--- src/rtl/cursor_pkg.sv ---
// Shared widths, cursor geometry and position clamp helper for the cursor overlay.
// Latency: n/a (package only).
// Backpressure: n/a (package only).
package cursor_pkg;

    localparam int CURSOR_W = 8;
    localparam int CURSOR_H = 11;
    localparam int RGB_W    = 8;
    localparam int POS_W    = 10;

    localparam logic [RGB_W-1:0] CURSOR_COLOR_DEF = 8'hFF;

    // Saturate a requested cursor coordinate to the last visible column/line.
    function automatic logic [POS_W-1:0] clamp_pos(input logic [POS_W-1:0] val,
                                                   input logic [POS_W-1:0] max_val);
        return (val > max_val) ? max_val : val;
    endfunction

endpackage

--- src/rtl/sync_delay.sv ---
// Fixed-depth register delay line, cleared to zero on reset.
// Latency: DEPTH clocks from d to q.
// Backpressure: none; advances every clock.
module sync_delay #(
    parameter int WIDTH = 1,
    parameter int DEPTH = 1
) (
    input  logic             clk,
    input  logic             rst_n,
    input  logic [WIDTH-1:0] d,
    output logic [WIDTH-1:0] q
);

    logic [WIDTH-1:0] pipe [DEPTH];

    // Shift the input through DEPTH registers.
    always_ff @(posedge clk or negedge rst_n) begin
        if (!rst_n) begin
            for (int i = 0; i < DEPTH; i++) begin
                pipe[i] <= '0;
            end
        end else begin
            pipe[0] <= d;
            for (int i = 1; i < DEPTH; i++) begin
                pipe[i] <= pipe[i-1];
            end
        end
    end

    assign q = pipe[DEPTH-1];

endmodule

--- src/rtl/mouse_cursor_overlay.sv ---
// Composites an 8x11 ROM-defined mouse cursor over the background VGA pixel stream.
// Latency: 2 clocks from hcount/vcount/rgb_in (and hsync/vsync) to outputs.
// Backpressure: none; pixel-rate stream. Build option CURSOR_XOR_EN draws cursor as inverted background.
module mouse_cursor_overlay
    import cursor_pkg::*;
#(
    parameter int               H_ACTIVE     = 640,
    parameter int               V_ACTIVE     = 480,
    parameter logic [RGB_W-1:0] CURSOR_COLOR = CURSOR_COLOR_DEF
) (
    input  logic             clk,
    input  logic             rst_n,
    input  logic [POS_W-1:0] hcount,
    input  logic [POS_W-1:0] vcount,
    input  logic             video_on,
    input  logic             hsync_in,
    input  logic             vsync_in,
    input  logic             frame_start,
    input  logic [RGB_W-1:0] rgb_in,
    input  logic [POS_W-1:0] mouse_x,
    input  logic [POS_W-1:0] mouse_y,
    input  logic             pos_valid,
    input  logic             cursor_en,
    output logic [4:0]       line_number,
    input  logic [7:0]       line_code,
    output logic [RGB_W-1:0] rgb_out,
    output logic             hsync_out,
    output logic             vsync_out
);

    localparam int COL_W = $clog2(CURSOR_W);
    localparam logic [POS_W-1:0] X_MAX = POS_W'(H_ACTIVE - 1);
    localparam logic [POS_W-1:0] Y_MAX = POS_W'(V_ACTIVE - 1);

    logic [POS_W-1:0] pend_x, pend_y;
    logic [POS_W-1:0] act_x, act_y;

    logic [POS_W-1:0] dx, dy;
    logic             in_box;

    logic             in_box_q;
    logic [COL_W-1:0] col_q;
    logic [RGB_W-1:0] rgb_q;
    logic             video_on_q, hsync_q, vsync_q;

    logic             hit;
    logic [RGB_W-1:0] pix_next;

    // Latch new mouse positions immediately; expose them to the scan only at frame start
    // so the cursor cannot tear. Same-cycle update hands the old pending value to act.
    always_ff @(posedge clk or negedge rst_n) begin
        if (!rst_n) begin
            pend_x <= '0;
            pend_y <= '0;
            act_x  <= '0;
            act_y  <= '0;
        end else begin
            if (pos_valid) begin
                pend_x <= clamp_pos(mouse_x, X_MAX);
                pend_y <= clamp_pos(mouse_y, Y_MAX);
            end
            if (frame_start) begin
                act_x <= pend_x;
                act_y <= pend_y;
            end
        end
    end

    // Offset into the cursor box; negative offsets wrap high and fall outside.
    always_comb begin
        dx     = hcount - act_x;
        dy     = vcount - act_y;
        in_box = (dx < POS_W'(CURSOR_W)) && (dy < POS_W'(CURSOR_H)) && cursor_en;
    end

    // Stage 1: ROM row address, column select and box flag.
    always_ff @(posedge clk or negedge rst_n) begin
        if (!rst_n) begin
            line_number <= '0;
            col_q       <= '0;
            in_box_q    <= 1'b0;
        end else begin
            line_number <= in_box ? dy[4:0] : 5'd0;
            col_q       <= dx[COL_W-1:0];
            in_box_q    <= in_box;
        end
    end

    sync_delay #(.WIDTH(3), .DEPTH(1)) u_ctrl_s1 (
        .clk   (clk),
        .rst_n (rst_n),
        .d     ({video_on, hsync_in, vsync_in}),
        .q     ({video_on_q, hsync_q, vsync_q})
    );

    sync_delay #(.WIDTH(RGB_W), .DEPTH(1)) u_rgb_s1 (
        .clk   (clk),
        .rst_n (rst_n),
        .d     (rgb_in),
        .q     (rgb_q)
    );

    sync_delay #(.WIDTH(2), .DEPTH(1)) u_sync_s2 (
        .clk   (clk),
        .rst_n (rst_n),
        .d     ({hsync_q, vsync_q}),
        .q     ({hsync_out, vsync_out})
    );

    // Stage 2 pixel select: blank outside the visible area, cursor over background.
    always_comb begin
        hit = in_box_q & video_on_q & line_code[col_q];
        if (!video_on_q) begin
            pix_next = '0;
        end else if (hit) begin
`ifdef CURSOR_XOR_EN
            pix_next = rgb_q ^ CURSOR_COLOR;
`else
            pix_next = CURSOR_COLOR;
`endif
        end else begin
            pix_next = rgb_q;
        end
    end

    // Stage 2 register: composited pixel.
    always_ff @(posedge clk or negedge rst_n) begin
        if (!rst_n) begin
            rgb_out <= '0;
        end else begin
            rgb_out <= pix_next;
        end
    end

endmodule

--- config.mk ---
export PLATFORM = sky130hd
export DESIGN_NAME = mouse_cursor_overlay
export DESIGN_NICKNAME = d
export VERILOG_FILES = /design/src/rtl/cursor_pkg.sv /design/src/rtl/sync_delay.sv /design/src/rtl/mouse_cursor_overlay.sv
export SDC_FILE = /design/constraint.sdc
export NUM_CORES = 1
export LEC_CHECK = 0
export CAP_MARGIN = 25
export CELL_PAD_IN_SITES_DETAIL_PLACEMENT = 0
export CELL_PAD_IN_SITES_GLOBAL_PLACEMENT = 1
export CORE_MARGIN = 2
export CORE_UTILIZATION = 42
export CTS_CLUSTER_SIZE = 8
export DETAILED_ROUTE_END_ITERATION = 8
export GPL_TIMING_DRIVEN = 0
export PLACE_DENSITY = 0.92
export RECOVER_POWER = 100
export SKIP_LAST_GASP = 1
export SLEW_MARGIN = 20
export SYNTH_ARGS = -nofsm -noshare
export SYNTH_HDL_FRONTEND = slang
export SYNTH_HIERARCHICAL = 1
export SYNTH_SLANG_ARGS = --single-unit
--- constraint.sdc ---
create_clock -name clk -period 6.2 [get_ports clk]
set_clock_uncertainty 0.1 [all_clocks]
set_input_delay 0.62 -clock clk [delete_from_list [all_inputs] [get_ports clk]]
set_output_delay 0.62 -clock clk [all_outputs]
set_load 0.03 [all_outputs]
Word-level counts from Yosys, hierarchy flattened
Cells that the tools add are included.
Storage, ports and cells
  logic and storage cells: 29
  bits in registers: 70
  input bits: 64
Operators by class
  bitwise operators: 2
  mux-type cells: 7
  reductions and logical operators: 2
  add/subtract/negate cells: 2
  order comparisons: 5
Operators by type and width (number)
  10-bit by 4-bit < comparator with 1-bit output (second input constant): 2
  10-bit 2-to-1 mux: 2
  10-bit subtractor: 2
  8-bit 2-to-1 mux: 2
  10-bit > comparator (second input constant): 1
  10-bit by 9-bit > comparator with 1-bit output (second input constant): 1
  5-bit 2-to-1 mux: 1
  3-bit by 4-bit < comparator with 1-bit output (second input constant): 1
  1-bit binary-select mux with 3-bit select: 1
  1-bit bitwise AND: 2
  1-bit logical AND: 2
  1-bit 2-to-1 mux: 1

Depth between registers and ports, before layout
  word-level depth: 5
  depth in mapped cells: 10
  mapped depth without buffers: 10

Modules after synthesis
Netlist, hierarchy kept.
By module, submodules not included
  mouse_cursor_overlay: times used 1, seq. area each 1426.4 µm², cells each 289, area an instance 3002.9 µm²
  sync_delay at u_rgb_s1: times used 1, seq. area each 200.2 µm², cells each 8, area an instance 200.2 µm²
  sync_delay at u_ctrl_s1: times used 1, seq. area each 75.1 µm², cells each 3, area an instance 75.1 µm²
  sync_delay at u_sync_s2: times used 1, seq. area each 50.0 µm², cells each 2, area an instance 50.0 µm²

Worst setup path before layout
Ideal clock, no wire load.
  path type: in2reg
  start: input hcount[0]
  end: register line_number[0]
  stages on the path: 9
  slack: 3.532 ns
  data required time: 5.999 ns
  arrival: 2.467 ns
  path buffers: 0
  setup time: 0.101 ns
  cells stage by stage: inv_1 > ha_1 > fa_1 > and2b_1 > o2111ai_2 > and2_4 > a2111oi_4 > nand4_2 > nor4_1
Between the ends
  longest elaborated chain between the ends: 5
RTL lines
  start, declared: line mouse_cursor_overlay.sv:13  | input logic [POS_W-1:0] hcount,
  10-bit subtractor: line mouse_cursor_overlay.sv:71  | dx = hcount - act_x;
  10-bit by 4-bit < comparator with 1-bit output: line mouse_cursor_overlay.sv:73  | in_box = (dx < POS_W'(CURSOR_W)) && (dy < POS_W'(CURSOR_H)) && cursor_en;
  1-bit logical AND (2 in a row): line mouse_cursor_overlay.sv:73
  5-bit 2-to-1 mux: line mouse_cursor_overlay.sv:83  | line_number <= in_box ? dy[4:0] : 5'd0;
  end signal, assigned: line mouse_cursor_overlay.sv:83
  end, declared: line mouse_cursor_overlay.sv:24  | output logic [4:0] line_number,
Every way passes these cells.
A chain may end at the register's enable or synchronous reset.

==> key figures <==
Status
  – Status: finished, violations left
  – Failing checks: max-capacitance violations, max-slew violations

Clock network
  – CTS Hold Bufs: 0
  – Worst-Skew Late Latency: 0.34 ns
  – Reg clk slew, reported paths: 0.07 ns
  – H-tree Lvls: 3
  – CTS tree: yes
  – Clock Path Buffers: 2
  – CTS buffer count: 9
  – Postcts setup bufs: 0
  – Post-CTS resize count: 0
  – Sink Count: 70
  – CTS root buf: clkbuf_8

Floorplan
  – Die H: 93.0 µm
  – Row count: 32
  – Die X: 93.0 µm
  – Core ar.: 7690 µm²
  – Initial Util: 43.3%
  – I/O pins: between 70 and 80
  – Total die area: 8650 µm²

Timing
  – Final hold violation count: 0
  – Tmin final: 3.52 ns
  – Final-report max-slew violation count: 57
  – Worst-margin pin slew: ~2.8 ns
  – Setup_tns: 0 ns
  – Final cycle utilization of the critical path: a little under three fifths
  – Worst slew margin: -86.1%
  – Min setup slack post-route: 2.68 ns
  – Max Fclk: ~280 MHz
  – RSZ-0062 raised after global routing: no
  – Number of setup violations in the final report: 0

Synthesis
  – Post-synthesis sequential area ratio: between 50% and 60%
  – Top FF cell, synth: dfrtp_1
  – Syn Nets: 386
  – Cell variety after synth: 51
  – Syn. warnings: 6
  – Yosys top cell area share: 52.6%
  – EDFF count, synth: 0
  – Mapped Area: 3330 µm²
  – Syn_area_per_cell: 11.0 µm²
  – Most common cell in the synthesized netlist: dfrtp_1
  – Synth cell count leaders: dfrtp_1, inv_1, nand2_1
  – Area leader, netlist: dfrtp_1
  – Largest cells by area after synthesis: dfrtp_1, ha_1, inv_1
  – Async set-reset flop share out of synthesis: 100%
  – Post-Syn Instances: 302
  – FF+latch count, synth: 70

Critical path
  – Worst path buffer plus inverter count: 2
  – Crit path max-delay family: buffers and inverters
  – CP Cell Sequence: clkbuf_1 -> clkbuf_1
  – CP peak stage delay: 2.03 ns
  – Slowest CP cell: clkbuf_1
  – RR Endpoint: line_number[0]
  – Worst-path fanout max: 56
  – CP startpoint kind: primary input
  – Required @ worst endpoint: 5.95 ns
  – Setup crit end kind: asynchronous set/reset pin
  – Crit path DAT: approximately 3.3 ns
  – Crit Reg-Reg Startpoint: act_x[0]
  – WS Path Type: in2async
  – R2R setup slack: 3.38 ns
  – Worst r2r path cells: 8
  – Most frequent CP cell: clkbuf_1
  – Critical path depth: 2

Placement
  – Placed Cells incl. Taps: between 400 and 500
  – Hpwl dp: 5210 µm
  – Pre-CTS setup slack: roughly 2.8 ns
  – GP Congestion: 0.800
  – IO buf count: 76

Global routing
  – Pin count of the biggest net entering global routing: 57
  – GR Util met1: 19.2%
  – Gr busiest metal: met2
  – Initial antenna violation count: 0
  – First-pass GRT wire length: about 11000 µm
  – GR Layer Usage met2: 29.5%
  – Vias in the first global route: 2448
  – GRT overflow: 0
  – Global routing usage on met3: 4.27%
  – Total GRT Usage: 16.4%

Detailed routing
  – Routed vias: between 2000 and 2500
  – Drt total wl: 6650 µm
  – Initial DRC count: 67
  – DRC Markers: 0
  – Drt first pass iters: 4
  – Via/cell ratio: 5.01
  – Post-DRT Antenna Nets: 0
  – Mean routed wirelength per cell: roughly 13 µm

Power
  – Power share of the clock group: 34.6%
  – Fraction of power spent switching nets: 27.7%
  – Gate power share: a little over a fifth
  – Flop pwr share: 43.6%
  – Internal: ~850 µW
  – Max VDD drop: 0.144 mV
  – Leak Pwr: approximately 2 nW
  – Pwr/cell area: between 200 and 300 nW/µm²
  – Sw power: between 300 and 400 µW

Job
  – Max-cap viol count: 1

Min path
  – Hold Path Class: in2async

Finish
  – Share of cells above drive strength 1: 6.58%
  – # diodes: 0
  – Layout Cells excl Fill: just under 500
  – Final nets: about 470
  – Area growth from synthesis to layout: 32.3%
  – Final core occ: between 50% and 60%
-- cells by family (layout without fill, tap and decap cells) --
family | count (synthesis) | count (layout) | synth area share (%)
flops | 70 | 70 | 52.6
xor+xnor | 10 | 10 | 2.63
buf+inv | 40 | 133 | 4.51
compound gates | 87 | 87 | 18.4
other cells | 1 | 1 | 0.113
simple gates | 64 | 64 | 9.81
mux | 10 | 10 | 3.95
fa+ha+maj | 20 | 20 | 7.97
-- area by class of cell --
cell class | count | area, µm²
Fill cell | 670 | 3290
Sequential cell | 70 | 1750
Multi-Input combinational cell | 192 | 1390
Timing Repair Buffer | 77 | 758
Clock buffer | 10 | 128
Tap cell | 102 | 128
Inverter | 30 | 113
Clock inverter | 6 | 93.8
Buffer | 10 | 37.5
-- worst max path at each step --
stage	start	to	slack, ns
floorplan	hcount[0]	line_number[0]	3.53
global placement	rst_n	u_rgb_s1/q[0]	2.20
detailed placement	hcount[0]	line_number[0]	2.84
CTS	hcount[0]	line_number[0]	3.20
global route	rst_n	line_number[0]	1.89
finish	rst_n	line_number[0]	2.68
-- sequential cells by signal, indices dropped and copies added, names as in the netlist, 2 cells and up --
register / cells
act_x: 10
act_y: 10
pend_x: 10
pend_y: 10
rgb_out: 8
u_rgb_s1/q: 8
line_number: 5
col_q: 3
u_ctrl_s1/q: 3
u_sync_s2/q: 2
-- power by group through the flow --
stage | Combinational, mW | Sequential (mW) | Clock (mW)
floorplan | 0.169 | 0.522 | 0
global placement | 0.263 | 0.517 | 0
detailed placement | 0.271 | 0.519 | 0
CTS | 0.273 | 0.510 | 0.412
global route | 0.285 | 0.514 | 0.432
finish | 0.255 | 0.509 | 0.404
-- cell usage in the layout (no fill, tap or decap), types with 5 or more instances in the layout --
cell type         n
o22a_1           12
dlygate4sd3_1    30
o21ai_0          21
a21oi_1          20
a21o_1           10
xor2_1            6
nand3_1           5
inv_1            30
ha_1             18
clkbuf_1         12
clkdlybuf4s50_1  45
nand2_1          22
nor2_1           11
mux2_2            5
clkbuf_8          9
dfrtp_1          70
-- stage by stage --
step | power, mW | hold WS [ns] | area, µm²
finish | 1.17 | 0.232 | 4400
global route | 1.23 | 0.269 | 4400
CTS | 1.19 | 0.0163 | 4460
detailed placement | 0.790 | 0.236 | 4240
global placement | 0.780 | 0.232 | 4220
floorplan | 0.690 | 0.224 | 3330
-- layer usage --
layer	share of wire, %	vias to the layer above
met1	43	1185
li1	-	1248
met5	0	-
met4	0.89	0
met3	3.9	8
met2	52	49
(Power assumes the default switching activity.)
